--- src/rtl/seg_scan_pkg.sv ---
// Shared constants for the 7-segment scan controller: blank pattern,
// segment bit positions and the active-low hex glyph table.
package seg_scan_pkg;

  localparam logic [6:0] SEG_BLANK = 7'h7F;

  // Bit positions of each segment inside seg[6:0] = {a,b,c,d,e,f,g}
  localparam int SEG_A_BIT = 6;
  localparam int SEG_B_BIT = 5;
  localparam int SEG_C_BIT = 4;
  localparam int SEG_D_BIT = 3;
  localparam int SEG_E_BIT = 2;
  localparam int SEG_F_BIT = 1;
  localparam int SEG_G_BIT = 0;

  localparam logic [6:0] SEG_HEX [16] = '{
    7'b0000001, 7'b1001111, 7'b0010010, 7'b0000110,
    7'b1001100, 7'b0100100, 7'b0100000, 7'b0001111,
    7'b0000000, 7'b0000100, 7'b0001000, 7'b1100000,
    7'b0110001, 7'b1000010, 7'b0110000, 7'b0111000
  };

endpackage

--- src/rtl/seg_scan_ctrl_hex_to_seg.sv ---
// Pure combinational hex nibble to active-low segment decoder.
module hex_to_seg
  import seg_scan_pkg::*;
(
  input  logic [3:0] nibble,
  output logic [6:0] seg
);

  // Table lookup of the glyph for this nibble
  always_comb begin
    seg = SEG_HEX[nibble];
  end

endmodule

--- src/rtl/seg_scan_ctrl.sv ---
// Time-multiplexed, tear-free hex display scanner for DIGITS digits.
// Define SEG_SCAN_LZB_EN to blank leading zero digits (last digit always shown).
module seg_scan_ctrl
  import seg_scan_pkg::*;
#(
  parameter int DIGITS   = 4,
  parameter int PRESCALE = 32768
) (
  input  logic                  clk,
  input  logic                  rst,
  input  logic [4*DIGITS-1:0]   value,
  input  logic                  load,
  input  logic [DIGITS-1:0]     digit_en,
  output logic [6:0]            seg,
  output logic [DIGITS-1:0]     an,
  output logic                  frame_tick
);

  localparam int CNT_W = (PRESCALE > 1) ? $clog2(PRESCALE) : 1;
  localparam int IDX_W = $clog2(DIGITS);
  localparam logic [CNT_W-1:0] CNT_LAST = CNT_W'(PRESCALE - 1);
  localparam logic [IDX_W-1:0] IDX_LAST = IDX_W'(DIGITS - 1);

  logic [CNT_W-1:0]    cnt_r;
  logic [IDX_W-1:0]    idx_r;
  logic [4*DIGITS-1:0] pending_r;
  logic [4*DIGITS-1:0] shown_r;
  logic [6:0]          seg_r;
  logic [DIGITS-1:0]   an_r;
  logic                frame_tick_r;

  logic                slot_tick_s;
  logic                frame_end_s;
  logic [3:0]          nibble_s;
  logic [6:0]          dec_seg_s;
  logic                visible_s;
  logic [DIGITS-1:0]   an_sel_s;
  logic [DIGITS-1:0]   blank_lead_s;

  assign slot_tick_s = (cnt_r == CNT_LAST);
  assign frame_end_s = slot_tick_s && (idx_r == IDX_LAST);

  // Prescaler and digit index
  always_ff @(posedge clk or posedge rst) begin
    if (rst) begin
      cnt_r <= '0;
      idx_r <= '0;
    end else if (slot_tick_s) begin
      cnt_r <= '0;
      idx_r <= (idx_r == IDX_LAST) ? '0 : idx_r + IDX_W'(1);
    end else begin
      cnt_r <= cnt_r + CNT_W'(1);
    end
  end

  // Pending capture; shown only moves at the frame boundary so a frame never tears
  always_ff @(posedge clk or posedge rst) begin
    if (rst) begin
      pending_r    <= '0;
      shown_r      <= '0;
      frame_tick_r <= 1'b0;
    end else begin
      if (load) begin
        pending_r <= value;
      end
      if (frame_end_s) begin
        shown_r <= load ? value : pending_r;
      end
      frame_tick_r <= frame_end_s;
    end
  end

`ifdef SEG_SCAN_LZB_EN
  // Leading-zero mask: digit i blanked while it and all more-significant digits are 0
  always_comb begin
    logic zero_run;
    zero_run     = 1'b1;
    blank_lead_s = '0;
    for (int i = 0; i < DIGITS - 1; i++) begin
      zero_run        = zero_run && (shown_r[4*(DIGITS-1-i) +: 4] == 4'h0);
      blank_lead_s[i] = zero_run;
    end
  end
`else
  assign blank_lead_s = '0;
`endif

  // Select the nibble, anode and visibility for the current index
  always_comb begin
    nibble_s  = 4'h0;
    visible_s = 1'b0;
    an_sel_s  = '1;
    for (int i = 0; i < DIGITS; i++) begin
      if (idx_r == IDX_W'(i)) begin
        nibble_s    = shown_r[4*(DIGITS-1-i) +: 4];
        visible_s   = digit_en[i] && !blank_lead_s[i];
        an_sel_s[i] = 1'b0;
      end else begin
        an_sel_s[i] = 1'b1;
      end
    end
  end

  hex_to_seg u_hex_to_seg (
    .nibble (nibble_s),
    .seg    (dec_seg_s)
  );

  // Registered pin drivers
  always_ff @(posedge clk or posedge rst) begin
    if (rst) begin
      seg_r <= SEG_BLANK;
      an_r  <= '1;
    end else begin
      seg_r <= visible_s ? dec_seg_s : SEG_BLANK;
      an_r  <= visible_s ? an_sel_s  : '1;
    end
  end

  assign seg        = seg_r;
  assign an         = an_r;
  assign frame_tick = frame_tick_r;

endmodule

--- config.mk ---
export PLATFORM = sky130hd
export DESIGN_NAME = seg_scan_ctrl
export DESIGN_NICKNAME = d
export VERILOG_FILES = /design/src/rtl/seg_scan_pkg.sv /design/src/rtl/seg_scan_ctrl_hex_to_seg.sv /design/src/rtl/seg_scan_ctrl.sv
export SDC_FILE = /design/constraint.sdc
export NUM_CORES = 1
export LEC_CHECK = 0
export CAP_MARGIN = 20
export CELL_PAD_IN_SITES_DETAIL_PLACEMENT = 1
export CELL_PAD_IN_SITES_GLOBAL_PLACEMENT = 1
export CORE_ASPECT_RATIO = 0.6
export CORE_MARGIN = 3
export CORE_UTILIZATION = 35
export CTS_CLUSTER_SIZE = 40
export DETAILED_ROUTE_END_ITERATION = 12
export PLACE_DENSITY = 0.62
export SLEW_MARGIN = 10
export SYNTH_ARGS = -nofsm -noshare
export SYNTH_HDL_FRONTEND = slang
export SYNTH_HIERARCHICAL = 1
export SYNTH_SLANG_ARGS = --single-unit
--- constraint.sdc ---
create_clock -name clk -period 6.95 [get_ports clk]
set_input_delay 1.39 -clock clk [delete_from_list [all_inputs] [get_ports clk]]
set_output_delay 1.39 -clock clk [all_outputs]
set_load 0.03 [all_outputs]
==> results of run 1 <==
## registers in the layout, summed over array words and instances, names as in the netlist
name        flops
frame_tick      1
shown_r        16
cnt_r          15
seg             7
idx_r           2
an              4
pending_r      16
## metrics by stage
step | util (%) | cells
5_1_grt | 47.1 | 386
4_1_cts | 47.1 | 386
3_5_place_dp | 43.4 | 372
2_1_floorplan | - | 241
6_report | 47.1 | 386
3_3_place_gp | 43.4 | 372
## metal layers
metal / GRT usage, % / vias up / routed length (um)
li1: - / 915 / -
met1: 21.4 / 931 / 3330
met2: 18.2 / 34 / 2410
met4: 6.41 / 0 / 69
met5: 0 / - / 0
met3: 5.56 / 6 / 287
## layout make-up
class	count	area share [%]
repair buffers	37	10.1
clock inverters	2	0.975
multi-input cells	160	34.6
clock buffers	12	6.86
inverters	10	1.04
well taps	104	3.62
flip-flops and latches	61	42.8
## cells in the final DEF, fill, tap and decap left out, types with 3 or more instances in the layout
master           count
or2_2                7
nor2_1              12
dfstp_2             11
dfrtp_1             50
xnor2_1              4
xor2_1               5
nand3_1              6
mux2_2              34
buf_4                3
ha_1                12
mux2i_1              4
clkbuf_16            9
inv_1                9
a21oi_1              8
nand2_1             19
nand4_1              5
clkdlybuf4s50_1     34
o21ai_0             19
## power breakdown
part	internal [uW]	switching [uW]	leakage, uW
Combinational	24.7	22.2	0.000648
Clock	282	141	0.000139
Sequential	369	2.70	0.000764
## logic make-up after synthesis
kind of cell / after synthesis / synth area share [%]
fa+ha+maj: 12 / 5.21
buf+inv: 20 / 3.43
flops: 61 / 53.5
mux: 39 / 15.6
xor+xnor: 9 / 2.74
simple gates: 64 / 12.3
compound gates: 36 / 7.25
## critical path: cells and delay by family (launching register included)
family,cells,cell delay (ns)
buffers and inverters,3,0.40
DFF,1,0.41
muxes,1,0.46
adders and majority gates,2,0.71
and+or+nand+nor,1,0.30
AOI/OAI and AO/OA,4,0.93
## how the worst max path moves through the flow
stage / endpoint / depth (start not counted) / slack, ns
detailed placement: seg[3] / 11 / 3.66
global route: seg[3] / 11 / 3.29
CTS: seg[3] / 11 / 3.66
floorplan: seg[3] / 12 / 4.04
finish: seg[3] / 11 / 3.66
global placement: shown_r[6] / 3 / 3.74
==> metrics.txt, run 1 <==
status complete, no violations; ANT nets after route 0; Max Fanout on Critical Path 11; Max-Cap Viols 0; setup slack, reg-to-reg roughly 3.7 ns; die height 76.3 um; Yosys cell types between 40 and 50; worst-skew pair later-pin latency 0.33 ns; R2R cell count 11; Synth area leaders dfrtp_1 43%, mux2_2 13%, dfstp_2 10%; CTS sink cnt a little over 60; CTS resizes 0; FF-to-FF End seg[3]; ys flop type dfrtp_1; Worst Skew 0.00792 ns; Startpoint Class flop; CTS buffer count 9; Initial Util 37.8%; Hold EP pending_r[1]; hold slack 0.492 ns; post-route minimum period 3.29 ns; pwr dens between 200 and 250 nW/um^2; final hold vios 0; hold_buf cts 0; GRT Resource Usage Total ~14%; antenna cells 0; RePlAce Congestion 0.815; setup repair bufs after CTS 0; Final WS setup ~3.7 ns; drt drc 0; hold_sp pending_r[1]; Area Growth Syn to Fin 24.8%; buffer type at the clock tree root clkbuf_16; Final period util between 40% and 50%; Peak Freq between 0.3 and 0.4 GHz; Post-Syn Area just under 3000 um^2; LEAKAGE about 0.0016 uW; Die ar. approximately 9400 um^2; cell with the most instances after synthesis dfrtp_1; final setup fails 0; Least-Margin Pin Slew 0.834 ns; Final Power ~840 uW; layout cells sized above 1 about a quarter; syn_area_per_cell 12.0 um^2; Vias around 1,900; DR pass1 iterations 4; Slew headroom 43.8%; Post-Syn Instances approximately 240; Min-Delay Path Depth 1; worst r2r src idx_r[1]; number of vias per cell 4.89; Critical Path End Type flop; Pins Over Slew Limit 0; DR WL/cell 15.8 um; sequential share of the synthesized area 53.5%; grt ovf 0; RSZ-0062 raised after global routing false; Post-synth EDFFs 0; dpl ws 3.66 ns; Worst Path Arrival between 3 and 4 ns; Post-synth top cells 50 x dfrtp_1, 34 x mux2_2, 19 x nand2_1, 19 x o21ai_0; Hold Crit Class reg2reg; CP Class reg2reg; Total Negative Setup Slacks 0 ns; top cell type's share of synthesized area 43.4%; I/O Pins 35; critical path's largest stage delay about 0.66 ns; Core Area roughly 7600 um^2; Async SR Flop Fraction 100%; register area around 1500 um^2; Multi-input gate area approximately 1200 um^2; number of global-route vias before repair about 2,000; Fill cells 808; HPWL Detailed about 4.1 mm; Critical Path Start idx_r[1]; post-synth net total 276; post-placement cell area about 3300 um^2; Seq cells post-synth between 60 and 70; worst-path cell chain inv_1, ha_1, a21oi_1, o21ai_0, o21ai_0, o21ai_0, inv_1, ha_1, inv_1, mux4_1, or2_2; final WL 6.10 mm; Worst path slowest cell o21ai_0; Die X roughly 120 um; standard-cell row count 24; Final Net Count 314; Max Root-Sink Buffers 2; CTS tree built; Iteration-0 DRC Markers 90; Ys Warns 6; area leader, netlist dfrtp_1; pin count of the biggest net entering global routing slightly above 60; Peak VDD IR 0.127 mV; initial antenna violation count 0; Worst EP required about 7.2 ns; CTS H-tree lvls 3; Final Cell Area 3590 um^2; global-route wire length before repair between 10 and 15 mm; IO Port Bufs 34; clock-pin slew on the worst setup and hold paths 0.05 ns
Note: power is estimated with default switching activity, not from simulation.
==> run 2, diff against run 1 <==
==> constraint.sdc (replaced) <==
create_clock -name clk -period 3.2 [get_ports clk]
set_input_delay 0.64 -clock clk [delete_from_list [all_inputs] [get_ports clk]]
set_output_delay 0.64 -clock clk [all_outputs]
set_load 0.03 [all_outputs]
==> run 2 against run 1 <==
Register-to-register slack lost 3.2 ns. Routed wire length increased by 0.54%. Highest routed layer unchanged. Sequential cell count unchanged. Clock-buffer cell count unchanged. Sequential power grew 120%.
==> metrics.txt, run 2 (same netlist as run 1, synthesis figures left out) <==
status complete, no violations; buffer type at the clock tree root clkbuf_16; GRT Resource Usage Total 14.7% (+0.20 points); DR pass1 iterations 4 (unchanged); CTS sink cnt 61 (unchanged); RSZ-0062 raised after global routing false; post-route minimum period 2.78 ns (-0.512 ns); FF-to-FF End seg[3]; dpl ws 0.463 ns (-3.20 ns); final WL 6.14 mm (+0.54%); biggest regs pending_r (16), shown_r (16), cnt_r (15); final setup fails 0 (unchanged); hold_buf cts 0 (unchanged); drt drc 0 (unchanged); Initial Util 37.8% (unchanged); Final Cell Area 3660 um^2 (+1.7%); Die X 123 um (unchanged); CTS H-tree lvls 3 (unchanged); I/O Pins 35 (unchanged); final hold vios 0 (unchanged); hold_sp cnt_r[8]; Area Growth Syn to Fin 26.9%; setup slack, reg-to-reg 0.42 ns (-3.24 ns); pwr dens 508 nW/um^2 (+120%); Max-Cap Viols 0 (unchanged); worst r2r src idx_r[0]; Worst EP required 3.45 ns (-3.74 ns); critical path's largest stage delay 0.47 ns (-0.19 ns); CP Class reg2reg; LEAKAGE 0.00158 uW (+2.2%); number of global-route vias before repair 2,033 (+3.4%); Final period util 86.9% (+39 points); Bufs and invs on worst path 3 (unchanged); Worst Skew 0.00625 ns (-0.00167 ns); setup repair bufs after CTS 0 (unchanged); Hold EP cnt_r[8]; CTS resizes 0 (unchanged); CTS tree built; grt ovf 0 (unchanged); number of vias per cell 4.89 (+0.15%); Total Negative Setup Slacks 0 ns (unchanged); worst-skew pair later-pin latency 0.33 ns (about the same); initial antenna violation count 0 (unchanged); CTS buffer count 9 (unchanged); ANT nets after route 0 (unchanged); post-placement cell area 3360 um^2 (+1.5%); Vias 1,923 (+2.0%); Hold Crit Class reg2reg; Slew headroom 56.4% (+13 points); hold slack 0.490 ns (-0.00152 ns); Iteration-0 DRC Markers 91 (+1.1%); Peak VDD IR 0.313 mV (+150%); global-route wire length before repair 10.5 mm (+1.7%); Fill cells 836 (+3.5%); RePlAce Congestion 0.813 (-0.26%); DR WL/cell 15.6 um (-1.3%); Startpoint Class flop; pin count of the biggest net entering global routing 33 (-47%); clock-pin slew on the worst setup and hold paths 0.05 ns (about the same); Worst Path Arrival 3.03 ns (-0.51 ns); layout cells sized above 1 27.7% (+1.8 points); Final WS setup 0.421 ns (-3.24 ns); Min-Delay Path Depth 1 (unchanged); Die ar. 9390 um^2 (unchanged); Worst path slowest cell mux4_1; Pins Over Slew Limit 0 (unchanged); most frequent cells in the layout 50 x dfrtp_1, 34 x mux2_2, 34 x clkdlybuf4s50_1; Core Area 7630 um^2 (unchanged); antenna cells 0 (unchanged); HPWL Detailed 4.43 mm (+7.3%); Least-Margin Pin Slew 0.653 ns (-0.182 ns); Critical Path End Type flop; Max Root-Sink Buffers 2 (unchanged); Final Net Count 319 (+1.6%); commonest non-fill, non-tap cell in the layout dfrtp_1; standard-cell row count 24 (unchanged); die height 76.3 um (unchanged); Max Fanout on Critical Path 8 (-3); Peak Freq 0.360 GHz (+18%); worst-path cell chain inv_1, ha_1, a21oi_1, o21ai_0, o21ai_0, o21ai_0, inv_1, ha_1, inv_1, mux4_1, or2_2; R2R cell count 11 (unchanged); IO Port Bufs 34 (unchanged); delay-heaviest family, CP adder cells
[run 2: stage by stage]
| stage | std cells | utilization [%] | total power (uW) |
|---|---|---|---|
| after floorplan | 241 | - | 872 |
| after global placement | 377 | 44.1 | 925 |
| after detailed placement | 377 | 44.1 | 927 |
| after CTS | 393 | 47.9 | 1890 |
| after global routing | 393 | 47.9 | 1940 |
| final | 393 | 47.9 | 1860 |
[run 2: report_power, final]
group          switching, uW  internal, uW
clock                    326           620
sequential              5.41           801
combinational           48.5          56.8
total                    380          1480
[run 2: metal layers]
metal	global-route usage [%]	share of wire (%)
met2	19.6	42
met5	0	0
met3	5.34	4.3
met4	5.30	1.7
met1	21.5	52
[run 2: worst max path at each step]
stage,startpoint,endpoint,slack [ns],depth (start not counted)
floorplan,idx_r[1],seg[3],0.29,12
global placement,idx_r[1],seg[3],0.60,11
detailed placement,idx_r[1],seg[3],0.46,11
CTS,idx_r[1],seg[3],0.43,11
global route,idx_r[0],seg[3],0.15,11
finish,idx_r[0],seg[3],0.42,11
[run 2: area by class of cell]
class | instances | area [um^2] | share of cell area, %
sequential | 61 | 1540 | 42.1
multi-input combinational | 160 | 1240 | 34.0
timing repair buffer | 42 | 413 | 11.3
clock buffer | 12 | 246 | 6.74
tap | 104 | 130 | 3.56
clock inverter | 4 | 47.5 | 1.30
inverter | 10 | 37.5 | 1.03
[run 2: worst reg2reg max path, cell delays in order (launching register included)]
cell and delay [ns]:
dfrtp_1 0.42, inv_1 0.13, ha_1 0.37, a21oi_1 0.08, o21ai_0 0.08, o21ai_0 0.09, o21ai_0 0.24, inv_1 0.16
ha_1 0.31, inv_1 0.05, mux4_1 0.47, or2_2 0.30
